[src/rtl/voice_bank_if.sv]
// Groups the voice bank control, note-load and status signals into one bundle.
// Latency: none (wiring only).
// Backpressure: none; the done levels tell the master which voices can take a note.
interface voice_bank_if;
    logic       play;
    logic       beat;
    logic       new_note_one;
    logic       new_note_two;
    logic       new_note_three;
    logic [5:0] note_one;
    logic [5:0] note_two;
    logic [5:0] note_three;
    logic [5:0] duration_one;
    logic [5:0] duration_two;
    logic [5:0] duration_three;
    logic       note_one_done;
    logic       note_two_done;
    logic       note_three_done;
    logic [5:0] voice_note_one;
    logic [5:0] voice_note_two;
    logic [5:0] voice_note_three;
    logic       all_idle;
    logic       load_error;

    modport master (
        output play, beat,
        output new_note_one, new_note_two, new_note_three,
        output note_one, note_two, note_three,
        output duration_one, duration_two, duration_three,
        input  note_one_done, note_two_done, note_three_done,
        input  voice_note_one, voice_note_two, voice_note_three,
        input  all_idle, load_error
    );

    modport slave (
        input  play, beat,
        input  new_note_one, new_note_two, new_note_three,
        input  note_one, note_two, note_three,
        input  duration_one, duration_two, duration_three,
        output note_one_done, note_two_done, note_three_done,
        output voice_note_one, voice_note_two, voice_note_three,
        output all_idle, load_error
    );
endinterface

[src/rtl/voice_bank.sv]
// Three independent note-timing voices; VOICE_BANK_RELEASE_EN adds one silent beat after each note.
// Latency: a load is visible one cycle after its strobe; a note ends on the edge of its last counted beat.
// Backpressure: done level per voice; strobes to a busy voice are dropped and flagged in sticky load_error.
module voice_bank (
    input  logic         clk,
    input  logic         reset_n,
    voice_bank_if.slave  bus
);

    typedef enum logic [1:0] {
        ST_IDLE    = 2'd0,
        ST_PLAY    = 2'd1
`ifdef VOICE_BANK_RELEASE_EN
        , ST_RELEASE = 2'd2
`endif
    } state_t;

    logic [2:0] strobe;
    logic [5:0] note_in [3];
    logic [5:0] dur_in  [3];
    logic [2:0] done;
    logic [5:0] vnote   [3];
    logic [2:0] busy_hit;
    logic       counting;
    logic       err_q;

    assign strobe     = {bus.new_note_three, bus.new_note_two, bus.new_note_one};
    assign note_in[0] = bus.note_one;
    assign note_in[1] = bus.note_two;
    assign note_in[2] = bus.note_three;
    assign dur_in[0]  = bus.duration_one;
    assign dur_in[1]  = bus.duration_two;
    assign dur_in[2]  = bus.duration_three;

    // Beats only advance notes while the bank is playing.
    assign counting = bus.play & bus.beat;

    genvar v;
    generate
        for (v = 0; v < 3; v++) begin : g_voice
            state_t     state_q, state_d;
            logic [5:0] note_q, note_d;
            logic [5:0] rem_q, rem_d;
            logic       busy;

            // Voice state, latched note and remaining beat count.
            always_ff @(posedge clk or negedge reset_n) begin
                if (!reset_n) begin
                    state_q <= ST_IDLE;
                    note_q  <= '0;
                    rem_q   <= '0;
                end else begin
                    state_q <= state_d;
                    note_q  <= note_d;
                    rem_q   <= rem_d;
                end
            end

            // Next state: load when idle, count beats when playing, flag strobes while busy.
            always_comb begin
                state_d = state_q;
                note_d  = note_q;
                rem_d   = rem_q;
                busy    = 1'b0;
                case (state_q)
                    ST_IDLE: begin
                        // Zero-length notes are dropped silently, not treated as errors.
                        if (strobe[v] && (dur_in[v] != 6'd0)) begin
                            state_d = ST_PLAY;
                            note_d  = note_in[v];
                            rem_d   = dur_in[v];
                        end
                    end
                    ST_PLAY: begin
                        busy = strobe[v];
                        if (counting) begin
                            rem_d = rem_q - 6'd1;
                            if (rem_q == 6'd1) begin
`ifdef VOICE_BANK_RELEASE_EN
                                state_d = ST_RELEASE;
`else
                                state_d = ST_IDLE;
`endif
                            end
                        end
                    end
`ifdef VOICE_BANK_RELEASE_EN
                    ST_RELEASE: begin
                        busy = strobe[v];
                        if (counting) begin
                            state_d = ST_IDLE;
                        end
                    end
`endif
                    default: begin
                        state_d = ST_IDLE;
                    end
                endcase
            end

            assign busy_hit[v] = busy;
            assign done[v]     = (state_q == ST_IDLE);
            assign vnote[v]    = ((state_q == ST_PLAY) && bus.play) ? note_q : 6'd0;
        end
    endgenerate

    // Sticky flag: any strobe that landed on a busy voice, held until reset.
    always_ff @(posedge clk or negedge reset_n) begin
        if (!reset_n) begin
            err_q <= 1'b0;
        end else begin
            err_q <= err_q | (|busy_hit);
        end
    end

    assign bus.note_one_done    = done[0];
    assign bus.note_two_done    = done[1];
    assign bus.note_three_done  = done[2];
    assign bus.voice_note_one   = vnote[0];
    assign bus.voice_note_two   = vnote[1];
    assign bus.voice_note_three = vnote[2];
    assign bus.all_idle         = &done;
    assign bus.load_error       = err_q;

endmodule

[src/flat_wrapper.sv]
// flat-port wrapper written by rule: the top's interface ports become plain ports
module voice_bank_flat 
  (clk, reset_n, bus_play, bus_beat, bus_new_note_one, bus_new_note_two, bus_new_note_three, bus_note_one, bus_note_two, bus_note_three, bus_duration_one, bus_duration_two, bus_duration_three, bus_note_one_done, bus_note_two_done, bus_note_three_done, bus_voice_note_one, bus_voice_note_two, bus_voice_note_three, bus_all_idle, bus_load_error);
  voice_bank_if bus_i ();
  input  logic clk;
  input  logic reset_n;
  input wire logic [$bits(bus_i.play)-1:0] bus_play;
  input wire logic [$bits(bus_i.beat)-1:0] bus_beat;
  input wire logic [$bits(bus_i.new_note_one)-1:0] bus_new_note_one;
  input wire logic [$bits(bus_i.new_note_two)-1:0] bus_new_note_two;
  input wire logic [$bits(bus_i.new_note_three)-1:0] bus_new_note_three;
  input wire logic [$bits(bus_i.note_one)-1:0] bus_note_one;
  input wire logic [$bits(bus_i.note_two)-1:0] bus_note_two;
  input wire logic [$bits(bus_i.note_three)-1:0] bus_note_three;
  input wire logic [$bits(bus_i.duration_one)-1:0] bus_duration_one;
  input wire logic [$bits(bus_i.duration_two)-1:0] bus_duration_two;
  input wire logic [$bits(bus_i.duration_three)-1:0] bus_duration_three;
  output wire logic [$bits(bus_i.note_one_done)-1:0] bus_note_one_done;
  output wire logic [$bits(bus_i.note_two_done)-1:0] bus_note_two_done;
  output wire logic [$bits(bus_i.note_three_done)-1:0] bus_note_three_done;
  output wire logic [$bits(bus_i.voice_note_one)-1:0] bus_voice_note_one;
  output wire logic [$bits(bus_i.voice_note_two)-1:0] bus_voice_note_two;
  output wire logic [$bits(bus_i.voice_note_three)-1:0] bus_voice_note_three;
  output wire logic [$bits(bus_i.all_idle)-1:0] bus_all_idle;
  output wire logic [$bits(bus_i.load_error)-1:0] bus_load_error;
  assign bus_i.play = bus_play;
  assign bus_i.beat = bus_beat;
  assign bus_i.new_note_one = bus_new_note_one;
  assign bus_i.new_note_two = bus_new_note_two;
  assign bus_i.new_note_three = bus_new_note_three;
  assign bus_i.note_one = bus_note_one;
  assign bus_i.note_two = bus_note_two;
  assign bus_i.note_three = bus_note_three;
  assign bus_i.duration_one = bus_duration_one;
  assign bus_i.duration_two = bus_duration_two;
  assign bus_i.duration_three = bus_duration_three;
  assign bus_note_one_done = bus_i.note_one_done;
  assign bus_note_two_done = bus_i.note_two_done;
  assign bus_note_three_done = bus_i.note_three_done;
  assign bus_voice_note_one = bus_i.voice_note_one;
  assign bus_voice_note_two = bus_i.voice_note_two;
  assign bus_voice_note_three = bus_i.voice_note_three;
  assign bus_all_idle = bus_i.all_idle;
  assign bus_load_error = bus_i.load_error;
  voice_bank u_core (.clk(clk), .reset_n(reset_n), .bus(bus_i));
endmodule
[config.mk]
export PLATFORM = sky130hd
export DESIGN_NAME = voice_bank_flat
export DESIGN_NICKNAME = d
export VERILOG_FILES = /design/src/rtl/voice_bank_if.sv /design/src/rtl/voice_bank.sv /design/src/flat_wrapper.sv
export SDC_FILE = /design/constraint.sdc
export NUM_CORES = 1
export LEC_CHECK = 0
export BUFFER_PORTS_ARGS = -buffer_cell sky130_fd_sc_hd__buf_2
export CORE_MARGIN = 3
export CORE_UTILIZATION = 52
export CTS_BUF_LIST = sky130_fd_sc_hd__clkbuf_4 sky130_fd_sc_hd__clkbuf_8 sky130_fd_sc_hd__clkbuf_16
export DETAILED_ROUTE_END_ITERATION = 10
export PLACE_DENSITY = 0.81
export SYNTH_ARGS = -nofsm -noshare
export SYNTH_HDL_FRONTEND = slang
export SYNTH_SLANG_ARGS = --single-unit
[constraint.sdc]
create_clock -name clk -period 1.9 [get_ports clk]
set_clock_uncertainty 0.15 [all_clocks]
set_input_delay 0.285 -clock clk [delete_from_list [all_inputs] [get_ports clk]]
set_output_delay 0.285 -clock clk [all_outputs]
set_load 0.1 [all_outputs]
==> metrics.txt <==
vias in the first global route=2218; Synth Area in Adders=roughly 3.3%; Ant. Diodes=0; Main synth FF type=dfrtp_1; clk slew on worst S/H paths=0.07 ns; htree depth=2; PnR Total Power=between 4 and 5 mW; Top delay family on crit path=flip-flops; Clock Tree Root=clkbuf_8; area grow syn2layout=39.3%; register area=0.00100 mm²; Reg2Reg Capture Point=u_core.g_voice[2].rem_q[4]; slowest CP cell=dfrtp_1; maxcap violations=0; area of the mapped netlist=0.00229 mm²; Slew @ Worst Pin=roughly 0.48 ns; I/O Buffers=65; register area share after synthesis=a little over two fifths; Max Buffers Root-to-Sink=2; placed cell area=0.00309 mm²; Multi-input gate area=~0.0012 mm²; Sink Count=40; final count of pins violating max slew=0; chip width=72.4 µm; Avg WL per Cell=~16 µm; worst hold path class=in -> reg; Skew-Pair Late Insertion Delay=0.28 ns; wirelength, routed=6100 µm; ANT nets after route=0; first-pass GRT wire length=10000 µm; share of layout cells above drive strength 1=39.1%; Initial Utilization=between 50% and 60%; Setup crit end kind=output pin; critical path depth=3; crit start category=register; final instance area=0.00320 mm²; combinational family with the most area after synthesis=simple AND/OR/NAND/NOR gates; commonest cells in the netlist=nand2_1 (53), dfrtp_1 (40), and3_1 (21), o21ai_0 (13); synthesized netlist cell count=253; die height=about 72 µm; site row count=23; P per Cell Area=1430 mW/mm²; initial antenna violation count=0; area leader, netlist=dfrtp_1; Final Setup Violations=0; Post-synth ARST share=100%; Tmin final=~1.8 ns; XOR/XNOR Fraction of Synth Area=less than 1%; Avg Cell Area, Syn=9.07 µm²; 1st-iter DRT viols=124; hpwl dp=approximately 4800 µm; pin count of the biggest net entering global routing=20; crit path buf inv count=2; highest clock rate=between 0.5 and 0.6 GHz; worst-path maximum fanout=8; gr usage total=24.4%; Crit path largest cell delay=between 0.4 and 0.5 ns; FF-to-FF path depth=6; RSZ-0062 raised after global routing=false; Crit path arrival time=approximately 1.4 ns; Hold Crit Start=bus_note_one[5]; Die ar.=roughly 0.0052 mm²; CTS tree=built; Compound-Gate Fraction of Synth Area=18.5%; Syn Nets=302; crit path kind=reg -> out; post-synthesis mux area share=under 10%; Synth cell types=47; Overflow after GRT=0; main area contributors after synthesis=dfrtp_1 (44%), nand2_1 (8.7%), and3_1 (5.7%), ha_1 (3.3%), mux2_2 (2.9%); Synth Warn #=0; DRC Markers=0; Total Nets Final=roughly 380; via count=2201; Final Hold Vio Count=0; outcome=finished, final reports clean; Pleak=1.54 nW; core box area=0.00412 mm²; placer congestion estimate=0.970; Yosys reg bits=40; FF-to-FF setup slack=0.09 ns; Post-Place Setup Slack=-0.00918 ns; Pre-antenna DRT Iters=4; Final WS setup=just over 0.08 ns; final worst path period share=~96%; CTS Buf Count=5; CP cell instances=buf_4 -> nor3_4 -> buf_12; Fillers=288; IO Pins=66; VDD IR max=0.000900 V; top-count cell post-synth=nand2_1; Hold Path Sink=u_core.g_voice[0].note_q[5]; worst r2r src=u_core.g_voice[2].rem_q[1]; Post-synth EDFFs=0; Slew headroom=68.0%; hold path depth=3; post-synth top area share=43.6%; simple-gate share of the synthesized area=24.6%; Critical Path RT=1.46 ns; post-DR vias/cell=5.79
==> cell type report <==
| type | count | area share (%) |
|---|---|---|
| clock buffer | 6 | 2.58 |
| clock inverter | 2 | 0.313 |
| inverter | 11 | 1.41 |
| multi-input combinational | 189 | 38.3 |
| sequential | 40 | 31.3 |
| tap | 50 | 1.96 |
| timing repair buffer | 82 | 24.1 |
==> sequential cells by signal (all words and copies together), names as in the netlist <==
register / flops
u_core.g_voice.note_q: 18
u_core.g_voice.rem_q: 18
u_core.g_voice.state_q: 3
u_core.bus.load_error: 1
==> worst max-delay path by stage <==
stage / from / to / slack, ns
2_1_floorplan: u_core.g_voice[2].state_q[0] / bus_all_idle / -0.09
3_3_place_gp: bus_duration_two[4] / u_core.g_voice[1].note_q[2] / 0.02
3_5_place_dp: bus_duration_two[4] / u_core.g_voice[1].note_q[1] / -0.009
4_1_cts: u_core.g_voice[2].rem_q[1] / u_core.g_voice[2].rem_q[4] / 0.03
5_1_grt: u_core.g_voice[2].state_q[0] / bus_all_idle / 0.006
6_report: u_core.g_voice[2].state_q[0] / bus_all_idle / 0.08
==> per-stage QoR <==
| step | TNS [ns] | utilization, % | cells | hold WS [ns] |
|---|---|---|---|---|
| 4_1_cts | 0 | 77.6 | 380 | 0.0330 |
| 5_1_grt | 0 | 77.7 | 380 | 0.0389 |
| 6_report | 0 | 77.7 | 380 | 0.0394 |
| 2_1_floorplan | -0.0946 | - | 253 | -0.161 |
| 3_5_place_dp | -0.0134 | 75.1 | 371 | 0.0798 |
| 3_3_place_gp | 0 | 75.1 | 371 | 0.0710 |
==> what timing repair did <==
action | in CTS | in global routing
hold buffers | 1 | 0
endpoints found under the setup margin | 0 | 1
gates resized for setup | 0 | 3
setup buffers | 0 | 0
hold endpoints to repair | 15 | 0
==> cell usage in the layout (no fill, tap or decap), drive strengths merged, types with 2 or more instances in the layout <==
cell type and instances:
clkbuf 6, nor3 8, nor2b 2, nand2 53, mux2i 4, nor2 10, a32oi 2, o221a 3
a221oi 6, and2 3, and3 21, inv 10, a31oi 2, mux2 6, buf 81, or4 3
xnor2 2, o31ai 3, nand3 11, o211ai 2, ha 6, nand4 2, o21ai 14, dfrtp 40
clkinv 2, a21oi 10, o311ai 2
==> where the power goes <==
| group | switching (mW) | total [mW] | internal [mW] |
|---|---|---|---|
| clock network | 0.289 | 0.578 | 0.290 |
| registers | 0.244 | 1.40 | 1.15 |
| logic | 1.60 | 2.60 | 0.998 |
==> metal layers <==
layer / up-vias / routed length [µm] / GRT usage, %
met4: 0 / 160 / 9.43
met5: - / 0 / 0
met3: 17 / 340 / 5.40
met1: 1038 / 2390 / 29.3
li1: 1064 / - / -
met2: 82 / 3210 / 42.5
==> worst register-to-register path, stage by stage (launching register included) <==
cell and delay [ns]:
dfrtp_1 0.41, inv_2 0.10, ha_2 0.18, or3b_2 0.46
and2_1 0.18, o21ai_1 0.12, nand3_1 0.09
==> cells by family after synthesis <==
family                     after synthesis
adders and majority gates                6
DFF                                     40
muxes                                   10
AOI/OAI and AO/OA                       54
xor gates and xnor gates                 2
buffers and inverters                   24
and+or+nand+nor                        117
(Power assumes the default switching activity.)
